## src/rtl/led_pkg.sv

```systemverilog
// -----------------------------------------------------------------------------
// led_pkg
//   Shared definitions for the LED pattern generator:
//     - mode_t      : pattern mode encodings (COUNT / ROTATE / PINGPONG / BLINK)
//     - pp_state_t  : ping-pong direction state (PP_LEFT / PP_RIGHT)
//     - SEED_*      : pattern value loaded when a mode is entered
//     - seed_value  : maps a mode to its seed
//   No ports (package).
// -----------------------------------------------------------------------------
package led_pkg;

   typedef enum logic [1:0] {
      MODE_COUNT    = 2'd0,
      MODE_ROTATE   = 2'd1,
      MODE_PINGPONG = 2'd2,
      MODE_BLINK    = 2'd3
   } mode_t;

   // PP_LEFT walks the lit bit toward the MSB, PP_RIGHT toward the LSB.
   typedef enum logic {
      PP_LEFT  = 1'b0,
      PP_RIGHT = 1'b1
   } pp_state_t;

   // Seeds are either all-zero or a single lit LSB, so they are kept as small
   // integers and widened to LED_N at the point of use.
   localparam int unsigned SEED_COUNT    = 0;
   localparam int unsigned SEED_ROTATE   = 1;
   localparam int unsigned SEED_PINGPONG = 1;
   localparam int unsigned SEED_BLINK    = 0;

   function automatic int unsigned seed_value(input mode_t m);
      int unsigned s;
      s = SEED_COUNT;
      case (m)
         MODE_COUNT:    s = SEED_COUNT;
         MODE_ROTATE:   s = SEED_ROTATE;
         MODE_PINGPONG: s = SEED_PINGPONG;
         MODE_BLINK:    s = SEED_BLINK;
         default:       s = SEED_COUNT;
      endcase
      return s;
   endfunction

endpackage : led_pkg

```

## src/rtl/led_prescaler.sv

```systemverilog
// -----------------------------------------------------------------------------
// led_prescaler
//   Divides clk into a one-cycle step tick. The counter runs 0..PRESCALE-1
//   while en=1 and holds its value while en=0, so a paused period resumes
//   exactly where it stopped. clr restarts the period and masks the tick in
//   the same cycle.
//
// Parameters
//   PRESCALE    clk cycles per tick (>= 2)
//   PRESCALE_W  counter width, 2^PRESCALE_W >= PRESCALE
//
// Ports
//   clk    in   system clock, rising edge
//   reset  in   asynchronous, active-high reset
//   en     in   1 = count, 0 = hold
//   clr    in   synchronous restart of the period (overrides en)
//   tick   out  high during the cycle the count equals PRESCALE-1 (and en=1)
// -----------------------------------------------------------------------------
module led_prescaler #(
   parameter int unsigned PRESCALE   = 8388608,
   parameter int unsigned PRESCALE_W = 23
) (
   input  logic clk,
   input  logic reset,
   input  logic en,
   input  logic clr,
   output logic tick
);

   localparam logic [PRESCALE_W-1:0] LAST = PRESCALE_W'(PRESCALE - 1);
   localparam logic [PRESCALE_W-1:0] ONE  = PRESCALE_W'(1);

   logic [PRESCALE_W-1:0] cnt;
   logic                  at_last;

   assign at_last = (cnt == LAST);

   always_ff @(posedge clk or posedge reset) begin
      if (reset) begin
         cnt <= '0;
      end else if (clr) begin
         cnt <= '0;
      end else if (en) begin
         if (at_last) begin
            cnt <= '0;
         end else begin
            cnt <= cnt + ONE;
         end
      end
   end

   // A clr cycle never produces a tick: the step it would cause is dropped.
   assign tick = en & at_last & ~clr;

endmodule : led_prescaler

```

## src/rtl/led_pattern_gen.sv

```systemverilog
// -----------------------------------------------------------------------------
// led_pattern_gen
//   LED pattern generator for the board LED bank. A prescaler produces a step
//   tick; every tick advances the pattern according to the selected mode:
//     COUNT    binary up/down counter (dir)
//     ROTATE   circular shift left/right (dir)
//     PINGPONG single lit LED bouncing between the ends (dir ignored)
//     BLINK    whole bank toggles (dir ignored)
//   A change of mode reloads the mode seed and restarts the prescaler period
//   on the next edge, independent of en. led_out is a registered copy of the
//   pattern (one cycle behind it).
//
// Optional feature (macro LED_PWM_EN)
//   Adds the duty port and a free-running PWM_W-bit counter; led_out is the
//   pattern gated by (pwm_cnt < duty). Without the macro there is no duty
//   port and led_out follows the pattern directly.
//
// Parameters
//   LED_N       number of LEDs (>= 2)
//   PRESCALE    clk cycles per step tick (>= 2)
//   PRESCALE_W  prescaler width, 2^PRESCALE_W >= PRESCALE
//   PWM_W       brightness counter width (LED_PWM_EN builds only)
//
// Ports
//   clk      in   system clock, rising edge
//   reset    in   asynchronous, active-high reset
//   en       in   1 = run, 0 = freeze prescaler and pattern
//   mode     in   [1:0] 0 COUNT, 1 ROTATE, 2 PINGPONG, 3 BLINK
//   dir      in   COUNT/ROTATE: 1 = up/left, 0 = down/right
//   duty     in   [PWM_W-1:0] brightness (LED_PWM_EN builds only)
//   tick     out  one-cycle pulse on each pattern step
//   led_out  out  [LED_N-1:0] LED drive, active-high
// -----------------------------------------------------------------------------
module led_pattern_gen
   import led_pkg::*;
#(
   parameter int unsigned LED_N      = 4,
   parameter int unsigned PRESCALE   = 8388608,
   parameter int unsigned PRESCALE_W = 23,
   parameter int unsigned PWM_W      = 8
) (
   input  logic             clk,
   input  logic             reset,
   input  logic             en,
   input  logic [1:0]       mode,
   input  logic             dir,
`ifdef LED_PWM_EN
   input  logic [PWM_W-1:0] duty,
`endif
   output logic             tick,
   output logic [LED_N-1:0] led_out
);

   localparam logic [LED_N-1:0] ONE = LED_N'(1);

   mode_t            mode_sel;
   mode_t            mode_q;
   logic             mode_chg;
   logic             step;
   logic [LED_N-1:0] pattern;
   logic [LED_N-1:0] pattern_next;
   logic [LED_N-1:0] seed;

   // Ping-pong FSM
   pp_state_t        pp_state;
   pp_state_t        pp_next;
   logic [LED_N-1:0] pp_pattern;

   assign mode_sel = mode_t'(mode);
   assign mode_chg = (mode_sel != mode_q);
   assign seed     = LED_N'(seed_value(mode_sel));

   // ---------------------------------------------------------------------------
   // Step tick. A pending mode change clears the period and masks the tick, so
   // the seed is never stepped in the cycle it is loaded.
   // ---------------------------------------------------------------------------
   led_prescaler #(
      .PRESCALE   (PRESCALE),
      .PRESCALE_W (PRESCALE_W)
   ) u_prescaler (
      .clk   (clk),
      .reset (reset),
      .en    (en),
      .clr   (mode_chg),
      .tick  (step)
   );

   assign tick = step;

   // ---------------------------------------------------------------------------
   // Ping-pong FSM: state register
   // ---------------------------------------------------------------------------
   always_ff @(posedge clk or posedge reset) begin
      if (reset) begin
         pp_state <= PP_LEFT;
      end else if (mode_chg) begin
         pp_state <= PP_LEFT;
      end else if (step && (mode_q == MODE_PINGPONG)) begin
         pp_state <= pp_next;
      end
   end

   // Ping-pong FSM: next state. The direction flips when the lit bit has
   // reached the end it was travelling toward.
   always_comb begin
      pp_next = pp_state;
      case (pp_state)
         PP_LEFT:  if (pattern[LED_N-1]) pp_next = PP_RIGHT;
         PP_RIGHT: if (pattern[0])       pp_next = PP_LEFT;
         default:  pp_next = PP_LEFT;
      endcase
   end

   // Ping-pong FSM: output (next pattern). At an end the bit bounces back in
   // the same step, so each end LED is lit for exactly one step.
   always_comb begin
      pp_pattern = pattern << 1;
      case (pp_state)
         PP_LEFT: begin
            if (pattern[LED_N-1]) pp_pattern = pattern >> 1;
            else                  pp_pattern = pattern << 1;
         end
         PP_RIGHT: begin
            if (pattern[0]) pp_pattern = pattern << 1;
            else            pp_pattern = pattern >> 1;
         end
         default: pp_pattern = pattern << 1;
      endcase
   end

   // ---------------------------------------------------------------------------
   // Pattern step per mode. Arithmetic wraps naturally at LED_N bits.
   // ---------------------------------------------------------------------------
   always_comb begin
      pattern_next = pattern;
      case (mode_q)
         MODE_COUNT: begin
            if (dir) pattern_next = pattern + ONE;
            else     pattern_next = pattern - ONE;
         end
         MODE_ROTATE: begin
            if (dir) pattern_next = {pattern[LED_N-2:0], pattern[LED_N-1]};
            else     pattern_next = {pattern[0], pattern[LED_N-1:1]};
         end
         MODE_PINGPONG: pattern_next = pp_pattern;
         MODE_BLINK:    pattern_next = ~pattern;
         default:       pattern_next = pattern;
      endcase
   end

   // mode_q resets to COUNT, whose seed (0) matches the reset pattern.
   always_ff @(posedge clk or posedge reset) begin
      if (reset) begin
         mode_q  <= MODE_COUNT;
         pattern <= '0;
      end else if (mode_chg) begin
         mode_q  <= mode_sel;
         pattern <= seed;
      end else if (step) begin
         pattern <= pattern_next;
      end
   end

   // ---------------------------------------------------------------------------
   // LED output register (with optional brightness gate)
   // ---------------------------------------------------------------------------
`ifdef LED_PWM_EN
   logic [PWM_W-1:0] pwm_cnt;
   logic             pwm_on;

   // Free-running regardless of en so a frozen pattern still dims correctly.
   always_ff @(posedge clk or posedge reset) begin
      if (reset) begin
         pwm_cnt <= '0;
      end else begin
         pwm_cnt <= pwm_cnt + PWM_W'(1);
      end
   end

   // duty=0 never lights; the maximum duty lights all but one count per period.
   assign pwm_on = (pwm_cnt < duty);

   always_ff @(posedge clk or posedge reset) begin
      if (reset) begin
         led_out <= '0;
      end else begin
         led_out <= pattern & {LED_N{pwm_on}};
      end
   end
`else
   always_ff @(posedge clk or posedge reset) begin
      if (reset) begin
         led_out <= '0;
      end else begin
         led_out <= pattern;
      end
   end
`endif

endmodule : led_pattern_gen

```

## config.mk

```make
export PLATFORM = sky130hd
export DESIGN_NAME = led_pattern_gen
export DESIGN_NICKNAME = d
export VERILOG_FILES = /design/src/rtl/led_pkg.sv /design/src/rtl/led_prescaler.sv /design/src/rtl/led_pattern_gen.sv
export SDC_FILE = /design/constraint.sdc
export NUM_CORES = 1
export LEC_CHECK = 0
export ABC_AREA = 1
export CAP_MARGIN = 20
export CORE_ASPECT_RATIO = 1.4
export CORE_MARGIN = 2
export CORE_UTILIZATION = 65
export CTS_CLUSTER_DIAMETER = 200
export CTS_CLUSTER_SIZE = 8
export DETAILED_ROUTE_END_ITERATION = 7
export GPL_TIMING_DRIVEN = 0
export HOLD_SLACK_MARGIN = 0.12
export PLACE_DENSITY = 0.88
export SLEW_MARGIN = 5
export SYNTH_ARGS = -nofsm -noshare
export SYNTH_HDL_FRONTEND = slang
export SYNTH_SLANG_ARGS = --single-unit
```

## constraint.sdc

```tcl
create_clock -name clk -period 2.8 [get_ports clk]
set_input_delay 0.42 -clock clk [delete_from_list [all_inputs] [get_ports clk]]
set_output_delay 0.42 -clock clk [all_outputs]
set_load 0.03 [all_outputs]
```

Word-level counts from Yosys, hierarchy flattened --
Index checks and enable logic that the tools add are counted.
Word-level totals: register bits after elaboration 34, latch bits 0, RAM bits 0, ROM bits 0, input bits 6, output and inout bits 5, logic and storage cells 46, memories kept 0
Cells by class: add/sub/neg operators 3, $mul 0, divide/modulo/power cells 0, $lt $le $gt $ge 0, equality and inequality tests 8, shift operators 0, multiplexer cells 17, bitwise operators 5, reduce and logical (&&, ||, !) cells 8
Operator list (number):
- $mux 23 | 3
- $mux 4 | 6
- $add 23x1->23 const B | 1
- $eq 23x23->1 const B | 1
- $pmux 4 s2 | 2
- $pmux 4 s4 | 1
- $eq 2x2->1 const B | 4
- $reduce_bool 2->1 | 3
- $add 4x1->4 const B | 1
- $eq 2x1->1 const B | 2
- $logic_not 2->1 | 2
- $mux 1 | 4
- $not 4->4 | 1
- $reduce_or 2->1 | 2
- $sub 4x1->4 const B | 1
- $and 1x1->1 | 2
- $ne 2x2->1 | 1
- $not 1->1 | 2
- $pmux 1 s2 | 1
- $logic_and 1x1->1 | 1

Depth between registers and ports, before layout --
Gate-level depths: netlist of run 1.
word-level depth 6, depth in mapped cells 10, gate-level depth less buffers 10

Hierarchy --
Synthesis of run 1 repeated with hierarchy kept, for this count alone.
Unflattened totals: cells, all modules 333, area total of the unflattened synthesis 2299.7 um^2
By module, submodules not included:
- led_prescaler | times used 1, cells an instance 214, area an instance 1505.2 um^2, sequential area each 575.6 um^2
- led_pattern_gen | times used 1, cells an instance 119, area an instance 794.5 um^2, sequential area each 275.3 um^2

Worst setup path before layout of run 1 --
No wires, ideal clock.
kind flip-flop to output port, start point reg u_prescaler.cnt[1], end point out tick, data arrival time 1.239 ns, data required time 2.380 ns, setup slack 1.141 ns, cell stages (with the launch flop) 8, buffers on the path 0, path through dfrtp_1 -> ha_1 -> nand3_2 -> nor2_4 -> nand3_2 -> nor2_2 -> nand3_2 -> clkinv_2
Between the ends: word-level cells in the longest chain between the ends 3
RTL lines:
- start, declared | RTL line led_prescaler.sv:33 | logic [PRESCALE_W-1:0] cnt;
- start signal, assigned | RTL line led_prescaler.sv:47 | cnt <= cnt + ONE;
- $eq 23x23->1 | RTL line led_prescaler.sv:36 | assign at_last = (cnt == LAST);
- $and 1x1->1 (2 in series) | RTL line led_prescaler.sv:53 | assign tick = en & at_last & ~clr;
- end, declared | RTL line led_pattern_gen.sv:50 | output logic tick,
Every way passes these cells.

Worst setup path after layout of run 1 --
Ends and elaborated chain as after synthesis.

==> impl_metrics.csv, run 1 <==
group,metric,value,unit
status,status,"finished, final reports clean",
floorplan,die_area,3960,um^2
critical_path,crit_path_start_kind,"flop",
global_route,grt_overflow,0,
synth,syn-instance-count,320,
floorplan,die_height,73.6,um
synth,synthTopCellsByCount,"nand2_1 (89), nor2_1 (46), inv_1 (38)",
layout,finalNonFillerCells,378,
clock_tree,root_buffer,"clkbuf_8",
place,dpl_cell_area,2420,um^2
detailed_routing,antenna_left,0,
detailed_routing,drt_first_iter_violations,65,
clock_tree,clock_latency,290,ps
floorplan,start_util,0.673,
power_and_ir_drop,switching_share,0.259,
floorplan,ios,11,
synth,synth_edf_count,0,
sta,fin_worst_skew,7.34,ps
layout,fin_util,0.751,
detailed_routing,drc,0,
power_and_ir_drop,switchingPower,0.256,mW
synth,synth.area.top_cells,"dfrtp_1 (38%), nand2_1 (15%), nor2_1 (7.7%)",
floorplan,rows,25,
sta,hold_viol,0,
clock_tree,cts_sinks,34,
place,dpl.hpwl,3820,um
detailed_routing,via_count,2099,
power_and_ir_drop,combinationalPowerShare,0.104,
layout,fin_area,2510,um^2
place,portBuffers,9,
floorplan,dieWidth,53.8,um
synth,ys_seq_area_frac,0.378,
detailed_routing,avgViaCountPerCell,5.55,
synth,synth.most_common_cell,"nand2_1",
clock_tree,ctsHoldBuffers,0,
power_and_ir_drop,p_per_area,393,nW/um^2
clock_tree,htreeDepth,2,
synth,ys.flop_type,"dfrtp_1",
power_and_ir_drop,p_total,0.988,mW
clock_tree,cts_buffer_depth,2,
sta,drv_slew,0,
power_and_ir_drop,irDropWorstVdd,0.000449,V
clock_tree,cts_tree,"done",
synth,synth_top_area_frac,0.378,
critical_path,arrival,1990,ps
global_route,antenna_found_initial,0,
sta,tightest_slew,781,ps
power_and_ir_drop,pwr-share-clk,0.384,
sta,relSlewSlack,0.479,
synth,synthArstFlopShare,1.00,
critical_path,worst_ep_required_time,2380,ps
synth,avgSynthCellArea,7.04,um^2
hold_path,min_path_type,"input pin to flop",
layout,syn_to_final_growth,11.6,%
floorplan,core-area,3350,um^2
synth,synth_fp_nets,330,
synth,synth_cell_types,35,
detailed_routing,drt-total-wl,4850,um
power_and_ir_drop,p_int,0.732,mW
synth,synth_seq_cells,34,
critical_path,critPathMaxFanout,6,
detailed_routing,post_drt_wl_per_cell,12.8,um
global_route,grt_util_all_layers,0.293,
clock_tree,clk_pin_slew,70,ps
sta,fmax,0.415,GHz
sta,post-route-period-util,0.862,
sta,tns,0,ps
clock_tree,cts_inserted_buffers,5,
global_route,grt_pass1_wl,8480,um
critical_path,path_class,"flop to output port",
power_and_ir_drop,power_leakage,1.13,nW
sta,rsz0062_at_grt,"false",
sta,layout_min_cycle_time,2410,ps
place,gp_congestion,0.924,
synth,yosysWarnings,0,
power_and_ir_drop,power_frac_seq,0.512,
critical_path,end_kind,"output port",
run,cap_viol_max_count,0,
detailed_routing,firstDrtPassIters,4,
sta,finalSetupViolations,0,
place,place_inst,370,
layout,drive_gt1_frac,0.118,
synth,yosysTopAreaCell,"dfrtp_1",
layout,antenna_cells,0,
global_route,first_global_vias,2067,
layout,layout.nets,347,
synth,synth_area,2250,um^2
global_route,grt_max_degree,20,
path summary, 6_finish.rpt:
kind	startpoint	cells past startpoint	slack [ps]	end
setup / recovery	u_prescaler.cnt[1]	8	390	tick
hold / removal	en	3	460	u_prescaler.cnt[15]
setup reg to reg	u_prescaler.cnt[1]	10	1130	pp_state
hold reg to reg	pattern[2]	0	510	led_out[2]
max in group asynchronous	reset	3	1670	u_prescaler.cnt[5]
min in group asynchronous	reset	2	570	pattern[0]
through the flow:
stage | hold WS [ps] | setup WS, ps
2_1_floorplan | 436 | 1140
5_1_grt | 479 | 263
3_5_place_dp | 499 | 92.1
3_3_place_gp | 489 | 110
6_report | 464 | 387
4_1_cts | 464 | 14.1
cell usage in the layout (no fill, tap or decap), types with 4 or more instances in the layout:
cell type / count
xor2_1: 4
a21oi_1: 6
nand3_2: 6
nor3_1: 5
nand2_2: 4
dfrtp_1: 34
nor2_1: 46
nor2_2: 11
nand3_1: 22
inv_1: 38
clkbuf_8: 6
nand2_1: 89
clkdlybuf4s50_1: 8
nand4_1: 11
o21ai_0: 13
power by group through the flow:
| stage | combinational [mW] | clock, mW | sequential (mW) |
|---|---|---|---|
| floorplan | 0.0654 | 0 | 0.517 |
| global placement | 0.0972 | 0 | 0.515 |
| detailed placement | 0.104 | 0 | 0.515 |
| CTS | 0.104 | 0.379 | 0.506 |
| global route | 0.116 | 0.399 | 0.507 |
| finish | 0.103 | 0.379 | 0.506 |
critical path: stages (launching register included):
cell,delay [ps]
dfrtp_1,380
ha_1,280
nand3_2,140
nor2_4,200
nand3_2,90
nor2_2,120
nand3_2,80
clkinv_2,100
dlymetal6s2s_1,290
timing repair:
item / in CTS / in global routing
endpoints found under the setup margin: 0 / 1
resized for setup: 0 / 1
buffers inserted: 0 / 0
sequential cells by signal, summed over array words and instances, names as in the netlist:
name,cells
pattern,4
led_out,4
mode_q,2
pp_state,1
u_prescaler.cnt,23
layer usage:
layer  GRT usage  vias to the layer above  part of all wire
met3      0.0528                       11             0.030
li1            -                     1055                 -
met2       0.534                       46              0.55
met4       0.162                        0             0.025
met1       0.300                      987              0.40
met5           0                        -                 0
kinds of logic after synthesis:
kind of cell,synth area share
AND/OR/NAND/NOR,0.416
buffers and inverters,0.0850
flip-flops,0.378
AO/OA/AOI/OAI,0.0683
XOR/XNOR,0.0272
adder cells (fa/ha/maj),0.0256
final cells by class:
class                      instances  area [um^2]
multi-input combinational        240         1210
timing repair buffer              10          120
clock inverter                     1         5.00
sequential                        34          851
tap                               40         50.0
clock buffer                       7         86.3
inverter                          41          158
buffer                             5         33.8
fill                             238          833
(Power assumes the default switching activity.)
==> inputs of run 2 (changes only) <==
DONT_BUFFER_PORTS = 1   (was not set)
PLACE_DENSITY = 0.84   (was 0.88)
SETUP_SLACK_MARGIN = 0.05   (was not set)
==> run 2 against run 1 <==
Net effect:
- via count shrank 0.81%
- first-iteration DRC count shrank 11%
- critical endpoint unchanged
- register-to-register slack lost 110 ps
- die area is the same
- flip-flop and latch count is the same
- sequential power grew 0.8%
- non-clock buffer count shrank 8
- hold slack lost 230 ps
- cell area shrank 3.3%
- global-route usage shrank 0.16 points
==> impl_metrics.csv, run 2 (synthesis gave the netlist of run 1 again) <==
group,metric,value,unit
sta,hold_viol,0,
sta,holdWs,236,ps
floorplan,core-area,3350,um^2
layout,antenna_cells,0,
sta,finalSetupViolations,0,
clock_tree,clock_latency,290,ps
critical_path,crit_path_end,"tick",
clock_tree,cts_sinks,34,
detailed_routing,drc,0,
clock_tree,cts_setup_buffers,0,
detailed_routing,drt_first_iter_violations,58,
layout,layout.nets,339,
power_and_ir_drop,p_per_area,403,nW/um^2
clock_tree,clk_pin_slew,60,ps
sta,tightest_slew,553,ps
clock_tree,cts_inserted_buffers,5,
sta,layout_min_cycle_time,2190,ps
clock_tree,cts_tree,"done",
critical_path,arrival,1770,ps
layout,fin_area,2430,um^2
place,dpl.hpwl,3700,um
sta,fmax,0.456,GHz
critical_path,crit_path_start_kind,"flop",
place,place_inst,361,
layout,drive_gt1_frac,0.121,
power_and_ir_drop,power_leakage,1.08,nW
critical_path,worst_r2r_endpoint,"pp_state",
critical_path,critPathMaxFanout,6,
global_route,grt_util_all_layers,0.291,
detailed_routing,avgViaCountPerCell,5.63,
global_route,grt_overflow,0,
global_route,grt_max_degree,24,
critical_path,r2r_start,"u_prescaler.cnt[1]",
floorplan,die_area,3960,um^2
place,portBuffers,0,
layout,finalNonFillerCells,370,
clock_tree,cts_buffer_depth,2,
floorplan,start_util,0.673,
place,gp_congestion,0.941,
sta,fin_worst_skew,7.86,ps
global_route,grt_pass1_wl,8490,um
run,cap_viol_max_count,0,
layout,regMostFlops,"u_prescaler.cnt",
detailed_routing,firstDrtPassIters,4,
sta,post-route-period-util,0.783,
critical_path,startpoint,"u_prescaler.cnt[1]",
power_and_ir_drop,irDropWorstVdd,0.000273,V
floorplan,rows,25,
clock_tree,htreeDepth,2,
sta,relSlewSlack,0.631,
critical_path,ff2ff_setup_slack,1020,ps
layout,final_common_cell,"nand2_1",
place,dpl_cell_area,2330,um^2
layout,largest_reg_flops,23,
sta,rsz0062_at_grt,"false",
sta,drv_slew,0,
floorplan,dieWidth,53.8,um
layout,fin_util,0.726,
layout,syn_to_final_growth,7.94,%
sta,tns,0,ps
critical_path,ff2ff_path_depth,10,
global_route,first_global_vias,2071,
floorplan,die_height,73.6,um
detailed_routing,antenna_left,0,
detailed_routing,post_drt_wl_per_cell,13.5,um
floorplan,ios,11,
detailed_routing,drt-total-wl,5000,um
global_route,antenna_found_initial,0,
critical_path,end_kind,"output port",
hold_path,min_path_type,"input pin to flop",
layout,most-common-layout-cells,"nand2_1 (89), nor2_1 (46), inv_1 (38), dfrtp_1 (34), nand3_1 (22)",
critical_path,worst_ep_required_time,2380,ps
clock_tree,root_buffer,"clkbuf_8",
detailed_routing,via_count,2082,
status,status,"finished, final reports clean",
layout,reg_top3,"u_prescaler.cnt (23), led_out (4), pattern (4)",
critical_path,path_class,"flop to output port",
==> run 2: changes by cell type in the layout (fill, tap and decap cells not counted) <==
| cell | change |
|---|---|
| dlymetal6s2s_1 | -1 |
| clkdlybuf4s50_1 | -8 |
| dlygate4sd3_1 | +1 |
==> run 2: routing by layer <==
layer  global-route usage  wire length (um)  up-vias
met5                    0                 0        -
met2                0.507              2680       49
li1                     -                 -     1039
met3               0.0488               166       19
met1                0.317              1970      975
met4                0.179               189        0
==> run 2: what timing repair did <==
action | CTS | global route
resized for setup | 0 | 0
hold buffers | 1 | 0
setup endpoints to repair | 0 | 0
endpoints found under the hold margin | 11 | 0
==> run 2: cell type report <==
type,instances,area [um^2]
well taps,40,50.0
repair buffers,2,37.5
clock inverters,1,5.00
multi-input cells,240,1210
fillers,276,916
flip-flops and latches,34,851
inverters,41,158
plain buffers,5,33.8
clock buffers,7,86.3
==> run 2: critical path: stages, from the launching register on <==
cell	delay, ps
dfrtp_1	380
ha_1	290
nand3_2	150
nor2_4	200
nand3_2	90
nor2_2	130
nand3_2	80
clkinv_2	170
==> run 2: how the worst min path moves through the flow <==
stage | start | cells after the start | to
6_report | mode[1] | 1 | mode_q[1]
3_3_place_gp | pattern[2] | 0 | led_out[2]
5_1_grt | mode[1] | 1 | mode_q[1]
3_5_place_dp | reset | 1 | led_out[0]
2_1_floorplan | pattern[2] | 0 | led_out[2]
4_1_cts | mode[1] | 1 | mode_q[1]
==> run 2: through the flow <==
stage | setup WS [ps] | power [mW]
5_1_grt | 502 | 1.01
3_5_place_dp | 950 | 0.608
4_1_cts | 637 | 0.976
6_report | 609 | 0.979
2_1_floorplan | 1140 | 0.582
3_3_place_gp | 936 | 0.601
==> run 2: power by group <==
part / internal [mW] / switching [mW] / leakage (nW) / total [mW]
logic: 0.0286 / 0.0607 / 0.566 / 0.0893
registers: 0.497 / 0.0128 / 0.467 / 0.510
clock network: 0.198 / 0.181 / 0.0482 / 0.379
